File: config.mk
export PLATFORM = sky130hd
export DESIGN_NAME = fifo_tx_ctrl
export DESIGN_NICKNAME = d
export VERILOG_FILES = /design/src/rtl/fifo_tx_ctrl.sv
export SDC_FILE = /design/constraint.sdc
export NUM_CORES = 1
export LEC_CHECK = 0
export BUFFER_PORTS_ARGS = -buffer_cell sky130_fd_sc_hd__buf_2
export CAP_MARGIN = 20
export CELL_PAD_IN_SITES_DETAIL_PLACEMENT = 2
export CELL_PAD_IN_SITES_GLOBAL_PLACEMENT = 2
export CORE_MARGIN = 8
export CORE_UTILIZATION = 33
export DETAILED_ROUTE_END_ITERATION = 12
export PLACE_DENSITY = 0.78
export SLEW_MARGIN = 30
export SYNTH_ARGS = -nofsm -noshare
export SYNTH_HDL_FRONTEND = slang
export SYNTH_SLANG_ARGS = --single-unit
File: constraint.sdc
create_clock -name clk -period 2.35 [get_ports clk]
set_input_delay 0.705 -clock clk [delete_from_list [all_inputs] [get_ports clk]]
set_output_delay 0.705 -clock clk [all_outputs]
set_load 0.005 [all_outputs]
File: src/rtl/fifo_tx_ctrl.sv
// Write-side flow controller for the channel FIFO: pauses pushes with hysteresis
// and parks accepted words in a small in-order hold buffer while it cannot launch.
module fifo_tx_ctrl #(
   parameter int BUS_SIZE   = 5,
   parameter int HOLD_ADDR  = 2,
   parameter int HOLD_DEPTH = 1 << HOLD_ADDR,
   parameter int CNT_WIDTH  = 8
) (
   input  logic                 clk,
   input  logic                 reset,
   input  logic                 src_valid,
   input  logic [BUS_SIZE-1:0]  src_data,
   output logic                 src_ready,
   input  logic                 pause,
   input  logic                 continua,
   input  logic                 fifo_error,
   output logic                 push,
   output logic [BUS_SIZE-1:0]  data_out,
   output logic                 valid_out,
   output logic                 paused,
   output logic [HOLD_ADDR:0]   hold_count,
   output logic [CNT_WIDTH-1:0] sent_count,
   output logic [CNT_WIDTH-1:0] stall_count,
   output logic                 tx_error
);

   typedef enum logic {ST_SEND, ST_PAUSED} state_t;

   localparam logic [HOLD_ADDR-1:0] PTR_ONE   = 1;
   localparam logic [HOLD_ADDR-1:0] PTR_LAST  = HOLD_ADDR'(HOLD_DEPTH - 1);
   localparam logic [HOLD_ADDR:0]   CNT_ONE   = 1;
   localparam logic [HOLD_ADDR:0]   DEPTH_CNT = (HOLD_ADDR + 1)'(HOLD_DEPTH);
   localparam logic [CNT_WIDTH-1:0] STAT_ONE  = 1;

   state_t                state_q, state_d;
   logic [BUS_SIZE-1:0]   hold_mem [HOLD_DEPTH];
   logic [HOLD_ADDR-1:0]  wr_ptr_q, wr_ptr_d, rd_ptr_q, rd_ptr_d;
   logic [HOLD_ADDR:0]    cnt_q, cnt_d;
   logic                  push_q, push_d;
   logic [BUS_SIZE-1:0]   data_q, data_d;
   logic [CNT_WIDTH-1:0]  sent_q, sent_d, stall_q, stall_d;
   logic                  err_q, err_d;
   logic                  accept, launch, hold_pop, hold_wr;

   function automatic logic [HOLD_ADDR-1:0] ptr_inc(input logic [HOLD_ADDR-1:0] p);
      return (p == PTR_LAST) ? '0 : p + PTR_ONE;
   endfunction

   // Ready depends only on registered occupancy, never on pause/continua.
   assign src_ready = (cnt_q != DEPTH_CNT);

   always_comb begin
      state_d  = state_q;
      wr_ptr_d = wr_ptr_q;
      rd_ptr_d = rd_ptr_q;
      cnt_d    = cnt_q;
      push_d   = 1'b0;
      data_d   = data_q;
      sent_d   = sent_q;
      stall_d  = stall_q;
      err_d    = err_q | fifo_error;
      hold_pop = 1'b0;
      hold_wr  = 1'b0;

      accept = src_valid && src_ready;
      launch = (state_q == ST_SEND) && !pause;

      if (pause)
         state_d = ST_PAUSED;
      else if (state_q == ST_PAUSED && continua)
         state_d = ST_SEND;

      // Held words always go out before a new word may bypass, keeping order.
      if (launch && cnt_q != '0) begin
         push_d   = 1'b1;
         data_d   = hold_mem[rd_ptr_q];
         hold_pop = 1'b1;
         hold_wr  = accept;
      end else if (launch && accept) begin
         push_d   = 1'b1;
         data_d   = src_data;
      end else begin
         hold_wr  = accept;
      end

      if (hold_pop) rd_ptr_d = ptr_inc(rd_ptr_q);
      if (hold_wr)  wr_ptr_d = ptr_inc(wr_ptr_q);
      if (hold_wr && !hold_pop)
         cnt_d = cnt_q + CNT_ONE;
      else if (hold_pop && !hold_wr)
         cnt_d = cnt_q - CNT_ONE;

      if (push_d) sent_d = sent_q + STAT_ONE;
      if (state_q == ST_PAUSED && stall_q != '1) stall_d = stall_q + STAT_ONE;
   end

   always_ff @(posedge clk) begin
      if (reset) begin
         state_q  <= ST_SEND;
         wr_ptr_q <= '0;
         rd_ptr_q <= '0;
         cnt_q    <= '0;
         push_q   <= 1'b0;
         data_q   <= '0;
         sent_q   <= '0;
         stall_q  <= '0;
         err_q    <= 1'b0;
      end else begin
         state_q  <= state_d;
         wr_ptr_q <= wr_ptr_d;
         rd_ptr_q <= rd_ptr_d;
         cnt_q    <= cnt_d;
         push_q   <= push_d;
         data_q   <= data_d;
         sent_q   <= sent_d;
         stall_q  <= stall_d;
         err_q    <= err_d;
      end
   end

   // Storage needs no reset: cleared pointers make stale contents unreachable.
   always_ff @(posedge clk) begin
      if (!reset && hold_wr)
         hold_mem[wr_ptr_q] <= src_data;
   end

   assign push        = push_q;
   assign valid_out   = push_q;
   assign data_out    = data_q;
   assign paused      = (state_q == ST_PAUSED);
   assign hold_count  = cnt_q;
   assign sent_count  = sent_q;
   assign stall_count = stall_q;
   assign tx_error    = err_q;

endmodule

---- Word-level counts from Yosys, hierarchy flattened ----
Memory sizes are Yosys's and may differ from the RTL's. A register that Yosys moved wholly into a read port is not among the register bits.
Cells that the tools add are included.
cells by class
  add/sub/neg operators ................... 6
  multiply operators ...................... 0
  div/mod/pow operators ................... 0
  $lt $le $gt $ge ......................... 0
  eq/ne operators ......................... 4
  shifts and indexed selects .............. 0
  mux-type cells .......................... 17
  bitwise logic cells ..................... 2
  reduce and logical (&&, ||, !) cells .... 17
operators by type and width
  cell                 number
  $add 8x1->8 const B  2
  $mux 5               2
  $logic_and 1x1->1    9
  $mux 1               9
  $mux 2               4
  $ne 8x8->1 const B   1
  $mux 3               2
  $reduce_bool 2->1    3
  $add 2x1->2 const B  2
  $eq 2x2->1 const B   2
  $logic_not 1->1      4
  $add 3x1->3 const B  1
  $ne 3x3->1 const B   1
  $reduce_bool 3->1    1
  $sub 3x1->3 const B  1
  $not 1->1            1
  $or 1x1->1           1
storage, ports and cells
  bits in registers ....................... 31
  bits in latches ......................... 0
  memory bits (writable) .................. 20
  ROM bits ................................ 0
  output and inout port bits .............. 29
  memories kept ........................... 1
memories
  memory    depth  width  read ports  clocked after Yosys merged registers in  wr ports  line  RTL
  hold_mem  4      5      1           1                                        1         36    logic [BUS_SIZE-1:0] hold_mem [HOLD_DEPTH];

---- Longest topological paths before layout ----
Gate-level depths: netlist of run 1.
  depth after elaboration ................. 9
  mapped depth ............................ 11
  mapped depth without buffers ............ 9

---- Least setup slack after synthesis of run 1 ----
No wires, ideal clock.
  kind .................................... input to register
  from .................................... input pause
  to ...................................... register cnt_q[2], in the netlist hold_count[2]
  setup time .............................. 0.072 ns
  arrival ................................. 2.321 ns
  required time ........................... 2.278 ns
  setup slack ............................. -0.043 ns
  stages .................................. 10
  path through ............................ o21bai_1 > a21bo_2 > clkbuf_1 > inv_1 > ha_1 > inv_1 > fa_1 > xor2_1 > or3_1 > a21oi_1
between the ends
  word-level cells in the longest chain between the ends .. 8
  elaborated cells between the ends (all ways) .. 13
  classes of those cells .................. 4 x mux; 9 x reduce/logical
ends and longest elaborated chain
  item                         line  RTL
  start, declared              14    input logic pause,
  $logic_not 1->1 *            66    launch = (state_q == ST_SEND) && !pause;
  $logic_and 1x1->1 *          66
  $logic_and 1x1->1            79    end else if (launch && accept) begin
  $mux 1                       79
  $mux 1                       74    if (launch && cnt_q != '0) begin
  $logic_not 1->1              90    else if (hold_pop && !hold_wr)
  $logic_and 1x1->1            90
  $reduce_bool 2->1 (no line)  --
  end signal, assigned         112   cnt_q <= cnt_d;
  end, declared                38    logic [HOLD_ADDR:0] cnt_q, cnt_d;
Every way passes the cells marked *; elsewhere a longest branch is shown, timed or not.
A chain may end at the register's enable or synchronous reset.

---- Worst setup path after layout of run 1 ----
  from .................................... register cnt_q[1], in the netlist hold_count[1]
  to ...................................... register cnt_q[2], in the netlist hold_count[2]
between the ends
  word-level cells in the longest chain between the ends .. 8
  elaborated cells between the ends (all ways) .. 17
  classes of those cells .................. 2 x add/sub; 1 x eq/ne; 5 x mux; 9 x reduce/logical
ends and longest elaborated chain
  item                         line  RTL
  $ne 3x3->1                   50    assign src_ready = (cnt_q != DEPTH_CNT);
  $logic_and 1x1->1            65    accept = src_valid && src_ready;
  $logic_and 1x1->1            79
  $mux 1                       79
  $mux 1                       74
  $logic_not 1->1              90
  $logic_and 1x1->1            90
  $reduce_bool 2->1 (no line)  --
Several ways; a longest one is shown, not always the timed one. The select of a mux whose other input is x is not followed.

==> impl_metrics.toml, run 1 <==
[power]
p_total_w = 0.00227
p_leak_nw = 1.12
peakVddDrop_uv = 216
power_density_nw_per_um2 = 836

[timing]
slew_viol_final = 0
hold_viol = 0
rsz0062_at_grt = "false"
slew_headroom_pct = 64.6
period_needed_ns = 2.17
setup-tns-final_ns = 0
timing.fmax_mhz = 461
fin_crit_sh_pct = 92.3
worstMarginPinSlew_ns = 0.524
finClkSkew_ns = 0.00935
setup_violations = 0

[yosys]
synth-seq-area-share_pct = 55.4
syn_area_per_cell_um2 = 12.0
async_reset_ff_share_pct = 0
synth_cells = 190
synth_edf_count = 20
synth_seq_cells = 53
synth_ff_type = "dfxtp_1"
syn-num-nets = 210
synth.distinct_cells = 39
synth_area_um2 = 2280
ys.warnings.count = 0

[cts]
cts_resized = 0
worst_skew_pair.late_latency_ns = 0.31
cts_tree = "built"
hold_buffers = 0
cts_max_level = 2
cts_buffer_depth = 2
cts_num_sinks = 53
cts_made_buffers = 5
clkTransAtPathRegs_ns = 0.10
cts_setup_buffers = 0
root_buffer = "clkbuf_8"

[route]
routed_wl_um = 5440
vias = 1635
drtIter0Drc = 46
drc = 0
vias_per_cell = 5.13
first_pass_iters = 4
wl_per_cell_um = 17.0
postRouteAntennaNets = 0

[placement]
globalplace.congestion = 0.768
dp_cells = 311
port_buffers = 39
dp_hpwl_um = 4180

[min_path]
hp-class = "flop to flop"

[global_route]
grt_use_total_pct = 11.9
antenna_found_initial = 0
grt_overflow = 0
grt_pass1_wl_um = 9400
grt_max_degree = 21
grt_pass1_vias = 1812

[finish]
fin_cells = 319
area_growth_pct = 19.0
antenna_cells = 0
drive_above_1_share_pct = 31.4
fin_nets = 258
layout_commonest_cell = "buf_2"
post-route-util_pct = 40.3
final_cell_mix = "39 x buf_2, 33 x dfxtp_1, 27 x nor2_1, 20 x edfxtp_1, 12 x buf_4"

[floorplan]
core_area_um2 = 6720
fp.dieW_um = 99.0
rows = 30
start_util_pct = 33.9
dieArea_um2 = 9810
io_pins = 40
die_h_um = 99.0

[critical_path]
cp_max_fo = 6
arrival_ns = 2.41
startpoint_type = "flop"
end_kind = "flop"
cp.required_ns = 2.59
critPathKind = "flop to flop"

[job]
drv_cap = 0

[run_status]
status = "completed"
[per-layer routing]
metal	share of wire, %	routed length (um)	vias to the layer above	track usage, %
li1	-	-	781	-
met5	0	0	-	0
met2	50	2700	26	19.5
met4	1.6	87	0	5.43
met3	4.3	235	8	3.10
met1	44	2410	820	14.3
[worst max-delay path: stages (launching register included)]
cell     delay [ns]
dfxtp_1        0.51
nor2_1         0.11
a21bo_2        0.21
inv_1          0.06
ha_2           0.18
inv_1          0.05
fa_2           0.33
xor2_1         0.16
or3_1          0.33
a21oi_1        0.16
[kinds of logic (layout without fill, tap and decap cells)]
logic type / Yosys count / in the layout / synth area share [%]
buf+inv: 15 / 64 / 3.08
xor+xnor: 11 / 11 / 4.23
fa+ha+maj: 9 / 9 / 5.28
compound gates: 22 / 22 / 8.14
flops: 53 / 53 / 55.4
simple gates: 65 / 65 / 14.5
mux: 15 / 15 / 9.35
[layout make-up]
class                           count  area (um2)
Fill cell                         704        4010
Sequential cell                    53        1260
Multi-Input combinational cell    122         950
Timing Repair Buffer               51         285
Tap cell                           80         100
Clock buffer                        5        68.8
Clock inverter                      3        25.0
Inverter                            5        18.8
[Yosys cell counts, drive strengths merged (4+ instances only)]
| master | n | area [um2] |
|---|---|---|
| clkbuf | 6 | 23.8 |
| edfxtp | 20 | 601 |
| a211oi | 5 | 62.6 |
| nand4 | 5 | 31.3 |
| nand3 | 6 | 30.0 |
| ha | 8 | 100 |
| nor3b | 5 | 37.5 |
| dfxtp | 33 | 661 |
| inv | 5 | 18.8 |
| o21ai | 4 | 20.0 |
| a21oi | 6 | 30.0 |
| nand2 | 8 | 30.0 |
| xor2 | 10 | 87.6 |
| mux2i | 10 | 100 |
| buf | 4 | 27.5 |
| nor2 | 28 | 108 |
| mux4 | 5 | 113 |
[per-stage QoR]
step           worst slack [ns]  hold WS, ns  cell area [um2]
2_1_floorplan            0.0310        0.456             2290
3_3_place_gp             0.0492        0.444             2620
6_report                  0.181        0.472             2710
4_1_cts                   0.161        0.477             2710
3_5_place_dp            -0.0895        0.452             2620
5_1_grt                  0.0719        0.515             2710
[power by group]
part	internal, W	switching [W]	leakage [nW]
clock	0.000216	0.000314	0.0447
sequential	0.00104	0.0000903	0.450
combinational	0.000293	0.000312	0.629
total	0.00155	0.000716	1.12
[registers in the layout (all words and copies together) (netlist names), named ones only]
signal / flops
hold_mem: 20
sent_count: 8
stall_count: 8
data_out: 5
hold_count: 3
rd_ptr_q: 2
wr_ptr_q: 2
paused: 1
push: 1
tx_error: 1
[worst paths after layout]
check	slack [ns]	cells past startpoint	startpoint	end
max	0.18	9	hold_count[1]$_SDFFE_PP0P_	hold_count[2]$_SDFFE_PP0P_
min	0.47	2	tx_error$_SDFF_PP0_	tx_error$_SDFF_PP0_
max reg2reg	0.18	9	hold_count[1]$_SDFFE_PP0P_	hold_count[2]$_SDFFE_PP0P_
min reg2reg	0.47	2	tx_error$_SDFF_PP0_	tx_error$_SDFF_PP0_
No activity file was read; power rests on OpenSTA's default activity.
==> run 2, diff against run 1 <==
--- a/config.mk
+++ b/config.mk
@@ -12,6 +12,7 @@
 export CORE_MARGIN = 8
 export CORE_UTILIZATION = 33
 export DETAILED_ROUTE_END_ITERATION = 12
+export MAX_ROUTING_LAYER = met4
 export PLACE_DENSITY = 0.78
 export SLEW_MARGIN = 30
 export SYNTH_ARGS = -nofsm -noshare
==> run 2 against run 1 <==
  * Clock-buffer cell count unchanged
  * Flip-flop and latch count unchanged
  * Design area unchanged
  * Global-route usage up 0.36 points
  * Non-clock buffer count unchanged
  * Worst hold slack about the same
  * Clock skew about the same
  * Combinational power about the same
  * Core utilization unchanged
  * Sequential share of layout area unchanged
  * Total power about the same
  * Final cell count unchanged
==> impl_metrics.toml, run 2 (synthesis gave the netlist of run 1 again) <==
[placement]
dp_cells = 311
dp_hpwl_um = 4180
port_buffers = 39
globalplace.congestion = 0.778

[floorplan]
core_area_um2 = 6720
die_h_um = 99.0
dieArea_um2 = 9810
io_pins = 40
rows = 30
start_util_pct = 33.9
fp.dieW_um = 99.0

[timing]
rsz0062_at_grt = "false"
setup_violations = 0
hold_viol = 0
timing.fmax_mhz = 461
fin_crit_sh_pct = 92.3
worstMarginPinSlew_ns = 0.524
setup-tns-final_ns = 0
slew_viol_final = 0
finClkSkew_ns = 0.00976
holdWs_ns = 0.472
period_needed_ns = 2.17
slew_headroom_pct = 64.6

[finish]
post-route-util_pct = 40.3
area_growth_pct = 19.0
fin_nets = 258
fin_cells = 319
multi_input_area_um2 = 950
n_fill_cell = 704
top_register = "hold_mem"
drive_above_1_share_pct = 31.4
largest_reg_flops = 20
final-seq-area_um2 = 1260
antenna_cells = 0
final_cell_mix = "39 x buf_2, 33 x dfxtp_1, 27 x nor2_1, 20 x edfxtp_1, 12 x buf_4"
layout_commonest_cell = "buf_2"

[route]
vias_per_cell = 5.13
wl_per_cell_um = 17.1
drc = 0
vias = 1638
postRouteAntennaNets = 0
routed_wl_um = 5440
drtIter0Drc = 43
first_pass_iters = 4

[global_route]
grt_overflow = 0
grt_use_met3_pct = 3.03
grt.busiest_layer = "met2"
grt_pass1_wl_um = 9430
antenna_found_initial = 0
grt_use_total_pct = 12.3
grt_use_met2_pct = 19.5
grt_pass1_vias = 1812
grt_max_degree = 21
met1_usage_pct = 14.4

[critical_path]
rr_endpoint = "hold_count[2]$_SDFFE_PP0P_"
path_delay_family = "flip-flops"
cp_slowest_cell = "dfxtp_1"
path_cells = "nor2_1 -> a21bo_2 -> inv_1 -> ha_2 -> inv_1 -> fa_2 -> xor2_1 -> or3_1 -> a21oi_1"
critPathKind = "flop to flop"
r2r_setup_slack_ns = 0.18
cp_max_fo = 6
startpoint_type = "flop"
cpMostUsedCell = "inv_1"
end_kind = "flop"
cp.required_ns = 2.59
rr_startpoint = "hold_count[1]$_SDFFE_PP0P_"
r2r_cells = 9
cpPeakStageDelay_ns = 0.51
arrival_ns = 2.41
crit_buf_inv = 2

[cts]
worst_skew_pair.late_latency_ns = 0.31
cts_buffer_depth = 2
cts_resized = 0
hold_buffers = 0
cts_made_buffers = 5
cts_tree = "built"
cts_max_level = 2
root_buffer = "clkbuf_8"
cts_setup_buffers = 0
cts_num_sinks = 53
clkTransAtPathRegs_ns = 0.10

[run_status]
status = "completed"

[min_path]
holdPathEnd = "tx_error$_SDFF_PP0_"
hold_start = "tx_error$_SDFF_PP0_"
whs_path_depth = 2
hp-class = "flop to flop"

[power]
peakVddDrop_uv = 214
p_leak_nw = 1.12
power_density_nw_per_um2 = 836
p_total_w = 0.00226

[job]
drv_cap = 0
-- run 2: final cells by class --
class	count	area share [%]
clock buffers	5	2.54
flip-flops and latches	53	46.6
well taps	80	3.70
clock inverters	3	0.924
inverters	5	0.693
repair buffers	51	10.5
multi-input cells	122	35.1
-- run 2: tightest hold or removal path, delay by kind of cell (launching register included) --
kind          cells  cell delay [ns]
flops             1             0.34
simple gates      2             0.10
-- run 2: worst max path at each step --
stage	cells after the start	to	start	slack, ns
after floorplan	10	hold_count[2]$_SDFFE_PP0P_	pause	0.03
after global placement	10	hold_count[2]$_SDFFE_PP0P_	pause	0.05
after detailed placement	10	hold_count[2]$_SDFFE_PP0P_	pause	-0.09
after CTS	9	hold_count[2]$_SDFFE_PP0P_	hold_count[1]$_SDFFE_PP0P_	0.16
after global routing	9	hold_count[2]$_SDFFE_PP0P_	hold_count[1]$_SDFFE_PP0P_	0.07
final	9	hold_count[2]$_SDFFE_PP0P_	hold_count[1]$_SDFFE_PP0P_	0.18
-- run 2: power breakdown --
group	internal, W	total [W]	switching (W)
Sequential	0.00104	0.00113	0.0000903
Clock	0.000216	0.000528	0.000313
Combinational	0.000293	0.000605	0.000312
-- run 2: through the flow --
step,area (um2),worst slack (ns)
floorplan,2290,0.0310
global placement,2620,0.0492
detailed placement,2620,-0.0895
CTS,2710,0.161
global route,2710,0.0719
finish,2710,0.181
-- run 2: layer usage --
metal / vias to the layer above / wire length, um
met3: 8 / 223
met2: 26 / 2680
li1: 780 / -
met1: 824 / 2450
met5: - / 0
met4: 0 / 87
